**config.mk**
```make
export PLATFORM = sky130hd
export DESIGN_NAME = conv_mask_sched_flat
export DESIGN_NICKNAME = d
export VERILOG_FILES = /design/src/rtl/conv_mask_sched_if.sv /design/src/rtl/conv_mask_sched.sv /design/src/flat_wrapper.sv
export SDC_FILE = /design/constraint.sdc
export NUM_CORES = 1
export LEC_CHECK = 0
export ABC_AREA = 0
export ABC_CLOCK_PERIOD_IN_PS = 4300
export CORE_MARGIN = 2
export CORE_UTILIZATION = 40
export DETAILED_ROUTE_END_ITERATION = 8
export PLACE_DENSITY = 0.57
export SYNTH_ARGS = -nofsm -noshare
export SYNTH_HDL_FRONTEND = slang
export SYNTH_SLANG_ARGS = --single-unit
export TNS_END_PERCENT = 10
```
**constraint.sdc**
```tcl
create_clock -name clk -period 4.3 [get_ports clk]
set_input_delay 0.86 -clock clk [delete_from_list [all_inputs] [get_ports clk]]
set_output_delay 0.86 -clock clk [all_outputs]
set_load 0.005 [all_outputs]
```
**src/rtl/conv_mask_sched_if.sv**
```systemverilog
// conv_mask_sched_if
//   Groups the request handshakes, the shared datapath issue/result pins, the
//   two result streams and the busy flag of conv_mask_sched.
//   slave  : the scheduler side (accepts windows, drives the datapath, sources results)
//   master : the environment side (requesters, datapath, result consumers)
interface conv_mask_sched_if #(
    parameter int DW = 16
);
    logic          req0_valid;
    logic          req0_ready;
    logic          req1_valid;
    logic          req1_ready;
    logic          dp_en;
    logic          dp_sel;
    logic [DW-1:0] dp_dout;
    logic          out0_valid;
    logic          out0_ready;
    logic [DW-1:0] out0_data;
    logic          out1_valid;
    logic          out1_ready;
    logic [DW-1:0] out1_data;
    logic          busy;

    modport slave (
        input  req0_valid, req1_valid, dp_dout, out0_ready, out1_ready,
        output req0_ready, req1_ready, dp_en, dp_sel,
               out0_valid, out0_data, out1_valid, out1_data, busy
    );

    modport master (
        output req0_valid, req1_valid, dp_dout, out0_ready, out1_ready,
        input  req0_ready, req1_ready, dp_en, dp_sel,
               out0_valid, out0_data, out1_valid, out1_data, busy
    );
endinterface

```
**src/rtl/conv_mask_sched.sv**
```systemverilog
// conv_mask_sched
//   Shares one free-running LAT-stage mask datapath between two requesters.
//   A round-robin arbiter issues at most one window per cycle, a LAT-deep
//   valid/sel shift register tracks issues, and each result is steered into
//   a per-requester first-word-fall-through FIFO of DEPTH entries.
//
// Ports
//   clk      : single clock, rising edge
//   rst_n    : synchronous active-low reset
//   cfg_en   : 1 = issue allowed, 0 = freeze issue while in-flight results drain
//   bus      : conv_mask_sched_if.slave
//              req0/req1 valid/ready  window handshakes (ready = grant)
//              dp_en/dp_sel           issue strobe and operand select
//              dp_dout                datapath result, valid LAT cycles after issue
//              out0/out1 valid/ready/data  result streams
//              busy                   registered: anything in flight or buffered
//
// Timing: an issue in cycle t has its result on dp_dout in cycle t+LAT, where
// it is pushed into its FIFO. An empty FIFO shows the arriving result
// combinationally, so a consumer that never stalls sees it in cycle t+LAT and
// the FIFO count stays at zero. This is what lets a single requester sustain
// one issue per cycle under the credit rule below.
module conv_mask_sched #(
    parameter int DW    = 16,
    parameter int LAT   = 3,
    parameter int DEPTH = 4
) (
    input  logic             clk,
    input  logic             rst_n,
    input  logic             cfg_en,
    conv_mask_sched_if.slave bus
);

    localparam int PW = (DEPTH > 1) ? $clog2(DEPTH) : 1;
    localparam int CW = $clog2(DEPTH + 1);
    localparam int IW = $clog2(LAT + 1);

    logic [LAT-1:0] sr_valid_q, sr_valid_d;
    logic [LAT-1:0] sr_sel_q, sr_sel_d;
    logic [PW-1:0]  wr_ptr_q [2];
    logic [PW-1:0]  wr_ptr_d [2];
    logic [PW-1:0]  rd_ptr_q [2];
    logic [PW-1:0]  rd_ptr_d [2];
    logic [CW-1:0]  count_q  [2];
    logic [CW-1:0]  count_d  [2];
    logic [DW-1:0]  mem_q    [2][DEPTH];
    logic [DW-1:0]  mem_d    [2][DEPTH];
    logic           rr_last_q, rr_last_d;
    logic           dp_sel_q, dp_sel_d;
    logic           busy_q, busy_d;

    logic [IW-1:0]  inflight [2];
    logic [DW-1:0]  head     [2];
    logic [1:0]     req_valid;
    logic [1:0]     out_ready;
    logic [1:0]     elig;
    logic [1:0]     gnt;
    logic [1:0]     push_vec;
    logic [1:0]     nonempty;
    logic [1:0]     pop;
    logic           issue;
    logic           gnt_sel;
    logic           push;

    assign req_valid = {bus.req1_valid, bus.req0_valid};
    assign out_ready = {bus.out1_ready, bus.out0_ready};

    // Number of in-flight results owned by each requester.
    always_comb begin
        inflight[0] = '0;
        inflight[1] = '0;
        for (int i = 0; i < LAT; i++) begin
            if (sr_valid_q[i]) begin
                if (sr_sel_q[i]) inflight[1] = inflight[1] + 1'b1;
                else             inflight[0] = inflight[0] + 1'b1;
            end
        end
    end

    // Credit uses registered counts only, so a pop frees a slot one cycle later.
    always_comb begin
        for (int n = 0; n < 2; n++) begin
            elig[n] = rst_n & cfg_en & req_valid[n] &
                      ((int'(count_q[n]) + int'(inflight[n])) < DEPTH);
        end
    end

    // rr_last_q holds the index granted most recently; on a tie the other wins.
    always_comb begin
        issue   = |elig;
        gnt_sel = (elig[0] & elig[1]) ? ~rr_last_q : elig[1];
        gnt     = 2'b00;
        if (issue) gnt = gnt_sel ? 2'b10 : 2'b01;
    end

    assign bus.req0_ready = gnt[0];
    assign bus.req1_ready = gnt[1];
    assign bus.dp_en      = issue;
    assign bus.dp_sel     = issue ? gnt_sel : dp_sel_q;

    assign push     = sr_valid_q[LAT-1];
    assign push_vec = {push & sr_sel_q[LAT-1], push & ~sr_sel_q[LAT-1]};

    // First-word fall-through with bypass of a result arriving at an empty FIFO.
    always_comb begin
        for (int n = 0; n < 2; n++) begin
            nonempty[n] = rst_n & ((count_q[n] != '0) | push_vec[n]);
            head[n]     = (count_q[n] == '0) ? bus.dp_dout : mem_q[n][rd_ptr_q[n]];
            pop[n]      = nonempty[n] & out_ready[n];
        end
    end

    assign bus.out0_valid = nonempty[0];
    assign bus.out0_data  = head[0];
    assign bus.out1_valid = nonempty[1];
    assign bus.out1_data  = head[1];
    assign bus.busy       = busy_q;

    always_comb begin
        sr_valid_d    = '0;
        sr_sel_d      = '0;
        sr_valid_d[0] = issue;
        sr_sel_d[0]   = gnt_sel;
        for (int i = 1; i < LAT; i++) begin
            sr_valid_d[i] = sr_valid_q[i-1];
            sr_sel_d[i]   = sr_sel_q[i-1];
        end
    end

    // A bypassed result is still written and read, so both pointers advance
    // together and the count stays put.
    always_comb begin
        mem_d = mem_q;
        for (int n = 0; n < 2; n++) begin
            wr_ptr_d[n] = wr_ptr_q[n] + PW'(push_vec[n]);
            rd_ptr_d[n] = rd_ptr_q[n] + PW'(pop[n]);
            count_d[n]  = count_q[n] + CW'(push_vec[n]) - CW'(pop[n]);
            if (push_vec[n]) mem_d[n][wr_ptr_q[n]] = bus.dp_dout;
        end
    end

    always_comb begin
        rr_last_d = issue ? gnt_sel : rr_last_q;
        dp_sel_d  = issue ? gnt_sel : dp_sel_q;
        busy_d    = (|sr_valid_d) | (count_d[0] != '0) | (count_d[1] != '0);
    end

    always_ff @(posedge clk) begin
        if (!rst_n) begin
            sr_valid_q <= '0;
            sr_sel_q   <= '0;
            for (int n = 0; n < 2; n++) begin
                wr_ptr_q[n] <= '0;
                rd_ptr_q[n] <= '0;
                count_q[n]  <= '0;
            end
            rr_last_q <= 1'b1;
            dp_sel_q  <= 1'b0;
            busy_q    <= 1'b0;
        end else begin
            sr_valid_q <= sr_valid_d;
            sr_sel_q   <= sr_sel_d;
            for (int n = 0; n < 2; n++) begin
                wr_ptr_q[n] <= wr_ptr_d[n];
                rd_ptr_q[n] <= rd_ptr_d[n];
                count_q[n]  <= count_d[n];
            end
            rr_last_q <= rr_last_d;
            dp_sel_q  <= dp_sel_d;
            busy_q    <= busy_d;
        end
    end

    // Storage carries no reset; occupancy is governed by the pointers and counts.
    always_ff @(posedge clk) begin
        mem_q <= mem_d;
    end

    // The credit rule should make these unreachable.
    fifo0_no_overflow: assert property (@(posedge clk) disable iff (!rst_n)
        !(push_vec[0] && (count_q[0] == CW'(DEPTH)) && !pop[0]));
    fifo1_no_overflow: assert property (@(posedge clk) disable iff (!rst_n)
        !(push_vec[1] && (count_q[1] == CW'(DEPTH)) && !pop[1]));

endmodule

```
**src/flat_wrapper.sv**
```systemverilog
// flat-port wrapper written by rule: the top's interface ports become plain ports
module conv_mask_sched_flat 
#(
    parameter int DW    = 16,
    parameter int LAT   = 3,
    parameter int DEPTH = 4
)
  (clk, rst_n, cfg_en, bus_req0_valid, bus_req1_valid, bus_dp_dout, bus_out0_ready, bus_out1_ready, bus_req0_ready, bus_req1_ready, bus_dp_en, bus_dp_sel, bus_out0_valid, bus_out0_data, bus_out1_valid, bus_out1_data, bus_busy);
  conv_mask_sched_if #(.DW(DW)) bus_i ();
  input  logic clk;
  input  logic rst_n;
  input  logic cfg_en;
  input wire logic [$bits(bus_i.req0_valid)-1:0] bus_req0_valid;
  input wire logic [$bits(bus_i.req1_valid)-1:0] bus_req1_valid;
  input wire logic [$bits(bus_i.dp_dout)-1:0] bus_dp_dout;
  input wire logic [$bits(bus_i.out0_ready)-1:0] bus_out0_ready;
  input wire logic [$bits(bus_i.out1_ready)-1:0] bus_out1_ready;
  output wire logic [$bits(bus_i.req0_ready)-1:0] bus_req0_ready;
  output wire logic [$bits(bus_i.req1_ready)-1:0] bus_req1_ready;
  output wire logic [$bits(bus_i.dp_en)-1:0] bus_dp_en;
  output wire logic [$bits(bus_i.dp_sel)-1:0] bus_dp_sel;
  output wire logic [$bits(bus_i.out0_valid)-1:0] bus_out0_valid;
  output wire logic [$bits(bus_i.out0_data)-1:0] bus_out0_data;
  output wire logic [$bits(bus_i.out1_valid)-1:0] bus_out1_valid;
  output wire logic [$bits(bus_i.out1_data)-1:0] bus_out1_data;
  output wire logic [$bits(bus_i.busy)-1:0] bus_busy;
  assign bus_i.req0_valid = bus_req0_valid;
  assign bus_i.req1_valid = bus_req1_valid;
  assign bus_i.dp_dout = bus_dp_dout;
  assign bus_i.out0_ready = bus_out0_ready;
  assign bus_i.out1_ready = bus_out1_ready;
  assign bus_req0_ready = bus_i.req0_ready;
  assign bus_req1_ready = bus_i.req1_ready;
  assign bus_dp_en = bus_i.dp_en;
  assign bus_dp_sel = bus_i.dp_sel;
  assign bus_out0_valid = bus_i.out0_valid;
  assign bus_out0_data = bus_i.out0_data;
  assign bus_out1_valid = bus_i.out1_valid;
  assign bus_out1_data = bus_i.out1_data;
  assign bus_busy = bus_i.busy;
  conv_mask_sched #(.DW(DW), .LAT(LAT), .DEPTH(DEPTH)) u_core (.clk(clk), .rst_n(rst_n), .cfg_en(cfg_en), .bus(bus_i));
endmodule
```
==> flow_summary.json, run 1 <==
{
  "async_flop_share_pct": 0,
  "cts_tree": "done",
  "ys_seq_area_share_pct": 69.59,
  "grt_pass1_wl_um": 18690,
  "met2_usage_pct": 26.60,
  "n_fill_cell": 1265,
  "synthCells": 338,
  "top_usage_layer": "met2",
  "instances_no_fill": 616,
  "cts.path.max_buffers": 2,
  "drt_iter0_markers": 238,
  "worst-setup-path-type": "reg2out",
  "clk_latency_ns": 0.42,
  "dp_cells": 585,
  "tightest_slew_ns": 0.9707,
  "holdPathEnd": "u_core.sr_sel_q[2]",
  "grt_use_met1_pct": 19.81,
  "synth_edf_count": 128,
  "die_y_um": 128.3,
  "syn_nets": 375,
  "drcViolationCount": 0,
  "port_buffers": 61,
  "worstSetupEndpointType": "output pin",
  "cp_max_fo": 9,
  "synth_area_um2": 6185,
  "grt_max_degree": 18,
  "whs_ns": 0.4675,
  "antenna_found_initial": 0,
  "cts_root_buffer": "clkbuf_16",
  "die-area_um2": 16470,
  "synth-seq-cells": 151,
  "ys_top_cells_by_area": "edfxtp_1 62%, mux4_2 12%, dfxtp_1 7.4%",
  "rsz0062_at_grt": "no",
  "max_slew_margin_pct": 35.08,
  "ant_nets": 0,
  "grt_usage_pct": 15.80,
  "reg2reg_to": "u_core.bus.busy",
  "max_cap_viol_count": 0,
  "wl_um": 12090,
  "vias": 3212,
  "htree_levels": 4,
  "antenna_cells": 0,
  "synth_top_cell_by_area": "edfxtp_1",
  "power_leakage_nw": 2.572,
  "yosys_warnings": 0,
  "area_delta_synth_final_pct": 23.77,
  "power_mw": 3.990,
  "ios": 62,
  "hold_depth": 2,
  "path_clk_slew_ns": 0.06,
  "setup_violations": 0,
  "die_w_um": 128.3,
  "grt_pass1_vias": 3349,
  "rr_worst_depth": 11,
  "hold_start": "u_core.sr_sel_q[1]",
  "cts_sinks": 151,
  "place_ws_ns": 0.3721,
  "period_share_pct": 94.36,
  "synthDistinctLibCells": 34,
  "r2r_start": "u_core.sr_sel_q[2]",
  "initial_core_util_pct": 40.83,
  "nNetsFinal": 453,
  "peakVddDrop_mv": 0.2745,
  "numCtsBuffers": 17,
  "startpoint_type": "register",
  "fin_skew_ns": 0.006627,
  "critPathArrivalTime_ns": 3.20,
  "hpwlAfterDp_um": 7470,
  "drv_slew": 0,
  "hold_path_class": "reg2reg",
  "p_per_area_nw_per_um2": 521.2,
  "grt-ovfl-total": 0,
  "layout_setup_ws_ns": 0.2426,
  "status": "complete, no violations",
  "totalNegativeSetupSlack_ns": 0,
  "multi_input_area_um2": 1846,
  "final-hold-violation-count": 0,
  "worstPathRequired_ns": 3.44,
  "drt-vias-per-instance": 5.214,
  "use_met3_pct": 4.407,
  "rows": 45,
  "gp_congestion": 0.7601,
  "wire_per_inst_um": 19.62,
  "layout-drive-gt1-share_pct": 26.17,
  "core-area_um2": 15150,
  "synth_top_area_share_pct": 62.15,
  "avgSynthCellArea_um2": 18.30,
  "ff_latch_area_um2": 4304,
  "fmax_ghz": 0.2465,
  "drt_pass1_iterations": 4,
  "ys.flop_type": "edfxtp_1",
  "reg2reg_slack_ns": 1.08,
  "period_needed_ns": 4.057
}
layout by cell type (no fill, tap or decap), types with 4 or more instances in the layout:
| master | synthesis | routed |
|---|---|---|
| edfxtp_1 | 128 | 128 |
| clkdlybuf4s50_1 | 0 | 61 |
| mux4_2 | 32 | 32 |
| mux2_2 | 32 | 32 |
| dfxtp_1 | 23 | 23 |
| clkbuf_16 | 0 | 17 |
| and2_1 | 16 | 16 |
| nand2_1 | 13 | 13 |
| inv_1 | 13 | 13 |
| ha_1 | 12 | 12 |
| nor2_1 | 11 | 10 |
| xnor2_1 | 9 | 9 |
| buf_4 | 0 | 9 |
| clkinv_2 | 0 | 7 |
| a21oi_1 | 4 | 4 |
| o21ai_0 | 4 | 4 |
timing repair:
item / 4_1_cts / 5_1_grt
endpoints found under the setup margin: 0 / 2
setup buffers: 0 / 0
resized for setup: 0 / 1
hold buffers: 0 / 0
per-stage QoR:
stage               utilization (%)  area [µm²]
floorplan                         -        6185
finish                        50.54        7655
global placement              46.93        7108
CTS                           50.52        7651
global route                  50.54        7655
detailed placement            46.93        7108
worst max-delay path, stage by stage (launching register included):
cell and delay, ns:
dfxtp_1 0.34, and2_1 0.17, ha_1 0.27, nand2_1 0.07, a21oi_1 0.26, xnor2_1 0.13
ha_1 0.19, nor4b_1 0.41, o21ai_2 0.21, o21ai_0 0.22, clkdlybuf4s50_1 0.53
per-layer routing:
metal,wire (µm),up-vias,part of all wire (%)
li1,-,1473,-
met5,0,-,0
met4,144,0,1.2
met1,5319,1651,44
met2,6147,76,51
met3,473,12,3.9
state kept, by name, indices dropped and copies added, names as in the netlist:
| register | cells |
|---|---|
| u_core.sr_valid_q | 3 |
| u_core.bus.busy | 1 |
| u_core.count_q | 6 |
| u_core.rd_ptr_q | 4 |
| u_core.wr_ptr_q | 4 |
| u_core.sr_sel_q | 3 |
| u_core.rr_last_q | 1 |
| u_core.dp_sel_q | 1 |
| u_core.mem_q | 128 |
how the worst max path moves through the flow:
stage	from	to	slack, ns
CTS	u_core.sr_valid_q[0]	bus_req0_ready	0.16
global placement	rst_n	u_core.bus.busy	0.42
detailed placement	rst_n	u_core.bus.busy	0.37
finish	u_core.sr_valid_q[0]	bus_dp_sel	0.24
global route	u_core.sr_valid_q[0]	bus_dp_sel	0.04
floorplan	rst_n	u_core.bus.busy	0.89
layout make-up:
| class | instances | share of cell area [%] |
|---|---|---|
| tap | 188 | 3.073 |
| timing repair buffer | 70 | 8.859 |
| inverter | 13 | 0.6375 |
| sequential | 151 | 56.23 |
| multi-input combinational | 163 | 24.11 |
| clock inverter | 13 | 1.487 |
| clock buffer | 18 | 5.606 |
synthesized netlist by cell type, types with 6 or more instances:
cell	n
and2_1	16
buf_2	6
dfxtp_1	23
edfxtp_1	128
ha_1	12
inv_1	13
mux2_2	32
mux4_2	32
nand2_1	13
nor2_1	11
xnor2_1	9
logic make-up (layout without fill, tap and decap cells):
family	after synthesis	in the layout	share of synthesized area, %
flops	151	151	69.59
xor+xnor	10	10	1.416
buf+inv	24	114	1.578
fa+ha+maj	14	14	3.075
simple gates	63	63	5.766
mux	64	64	17.48
compound gates	12	12	1.093
power by group:
group | switching, mW | total, mW | leakage, nW | internal [mW]
clock | 0.535 | 1.37 | 0.271 | 0.834
sequential | 0.0357 | 1.66 | 1.34 | 1.63
combinational | 0.370 | 0.959 | 0.962 | 0.588
No activity file was read; power rests on OpenSTA's default activity.
==> run 2: changes to the inputs <==
--- a/config.mk
+++ b/config.mk
@@ -11,6 +11,7 @@
 export CORE_UTILIZATION = 40
 export DETAILED_ROUTE_END_ITERATION = 8
 export PLACE_DENSITY = 0.57
+export SKIP_CTS_REPAIR_TIMING = 1
 export SYNTH_ARGS = -nofsm -noshare
 export SYNTH_HDL_FRONTEND = slang
 export SYNTH_SLANG_ARGS = --single-unit
==> results of run 2 <==
Final layout, timing and power as in run 1 (identical DEF).
==> run 3: changes to the inputs <==
--- a/config.mk
+++ b/config.mk
@@ -10,6 +10,7 @@
 export CORE_MARGIN = 2
 export CORE_UTILIZATION = 40
 export DETAILED_ROUTE_END_ITERATION = 8
+export GPL_TIMING_DRIVEN = 0
 export PLACE_DENSITY = 0.57
 export SKIP_CTS_REPAIR_TIMING = 1
 export SYNTH_ARGS = -nofsm -noshare
==> flow_summary.json, run 3 (synthesis gave the netlist of run 1 again) <==
{
  "hold_start": "u_core.sr_sel_q[1]",
  "worstSetupEndpointType": "register",
  "numCtsBuffers": 17,
  "die_w_um": 128.3,
  "drt_iter0_markers": 179,
  "tightest_slew_ns": 0.8636,
  "mostFrequentLayoutCell": "edfxtp_1",
  "wl_um": 12140,
  "gp_congestion": 0.7129,
  "antenna_found_initial": 0,
  "path_clk_slew_ns": 0.06,
  "p_per_area_nw_per_um2": 528.3,
  "die_y_um": 128.3,
  "die-area_um2": 16470,
  "reg2reg_slack_ns": 0.45,
  "critPathArrivalTime_ns": 4.36,
  "peakVddDrop_mv": 0.3406,
  "antenna_cells": 0,
  "r2r_start": "u_core.count_q[0][2]",
  "ant_nets": 0,
  "final-hold-violation-count": 0,
  "max_cap_viol_count": 0,
  "startpoint_type": "primary input",
  "core-area_um2": 15150,
  "max_slew_margin_pct": 42.12,
  "rows": 45,
  "period_share_pct": 94.84,
  "layout-drive-gt1-share_pct": 27.23,
  "power_mw": 4.082,
  "ios": 62,
  "rsz0062_at_grt": "no",
  "hpwlAfterDp_um": 7903,
  "drt_pass1_iterations": 4,
  "initial_core_util_pct": 40.83,
  "drv_slew": 0,
  "cts_tree": "done",
  "top_regs": "u_core.mem_q x128, u_core.count_q x6",
  "largest_reg_flops": 128,
  "port_buffers": 61,
  "fin_skew_ns": 0.01139,
  "grt_pass1_wl_um": 18840,
  "worstPathRequired_ns": 4.58,
  "critPathLaunch": "rst_n",
  "final_cell_mix": "128 x edfxtp_1, 61 x clkdlybuf4s50_1, 32 x mux4_2, 32 x mux2_2, 23 x dfxtp_1",
  "cts_sinks": 151,
  "drcViolationCount": 0,
  "hold_path_class": "reg2reg",
  "dp_cells": 593,
  "grt-ovfl-total": 0,
  "status": "complete, no violations",
  "area_delta_synth_final_pct": 24.92,
  "setup_violations": 0,
  "drt-vias-per-instance": 5.067,
  "grt_usage_pct": 15.96,
  "grt_pass1_vias": 3331,
  "period_needed_ns": 4.078,
  "max_flop_register": "u_core.mem_q",
  "cp_max_fo": 8,
  "power_leakage_nw": 2.614,
  "grt_max_degree": 17,
  "cts_root_buffer": "clkbuf_16",
  "wire_per_inst_um": 19.42,
  "instances_no_fill": 625,
  "clk_latency_ns": 0.42,
  "nNetsFinal": 461,
  "cts.path.max_buffers": 2,
  "worst-setup-path-type": "in2reg",
  "htree_levels": 4,
  "vias": 3167,
  "fmax_ghz": 0.2452
}
run 3: cell count changes in the layout (fill, tap and decap cells not counted), moves of 2 or more:
cell,delta
nor3_2,+2
buf_6,+5
nor3_4,-2
clkinv_2,-3
clkinv_1,-3
clkinvlp_4,+4
nor3b_4,-3
buf_2,+6
buf_4,-9
clkbuf_1,+5
nor3b_2,+3
run 3: cell type report:
| type | count | area [µm²] |
|---|---|---|
| fillers | 1251 | 7420 |
| repair buffers | 67 | 681.9 |
| well taps | 188 | 235.2 |
| flip-flops and latches | 151 | 4304 |
| clock buffers | 19 | 432.9 |
| multi-input cells | 163 | 1818 |
| clock inverters | 13 | 156.4 |
| inverters | 13 | 48.80 |
| plain buffers | 11 | 48.80 |
run 3: metrics by stage:
stage                     hold slack (ns)  area [µm²]  setup slack, ns  setup TNS [ns]  util [%]
final                              0.4609        7726           0.2218               0     51.01
after global routing               0.4849        7726          0.04997               0     51.01
after CTS                          0.4667        7719           0.1207               0     50.96
after detailed placement           0.4579        7129          -0.1786         -0.1786     47.07
after global placement             0.4597        7030          -0.1652         -0.1652     46.42
after floorplan                    0.4343        6185           0.8911               0         -
run 3: where the power goes:
group	switching, mW	total, mW	internal (mW)	leakage, nW
combinational	0.381	0.960	0.579	1.00
sequential	0.0279	1.65	1.63	1.34
clock	0.561	1.47	0.908	0.275
run 3: metal layers:
| layer | global-route usage (%) | wire length (µm) | up-vias |
|---|---|---|---|
| met3 | 5.239 | 407 | 9 |
| met5 | 0 | 0 | - |
| li1 | - | - | 1494 |
| met4 | 4.654 | 133 | 0 |
| met2 | 26.60 | 6200 | 59 |
| met1 | 20.10 | 5394 | 1605 |
run 3: worst paths after layout:
kind,endpoint,cells past startpoint
setup / recovery,u_core.bus.busy,12
hold / removal,u_core.sr_sel_q[2],2
setup reg to reg,u_core.bus.busy,11
hold reg to reg,u_core.sr_sel_q[2],2
run 3: critical path, cell delays in order:
cell and delay, ns:
clkdlybuf4s50_1 0.61, inv_1 0.24, a21oi_1 0.27, and2_1 0.22, ha_1 0.24, inv_1 0.06
ha_1 0.14, fa_1 0.45, or4_1 0.53, or4_1 0.51, o21ai_1 0.15, nand3_1 0.09
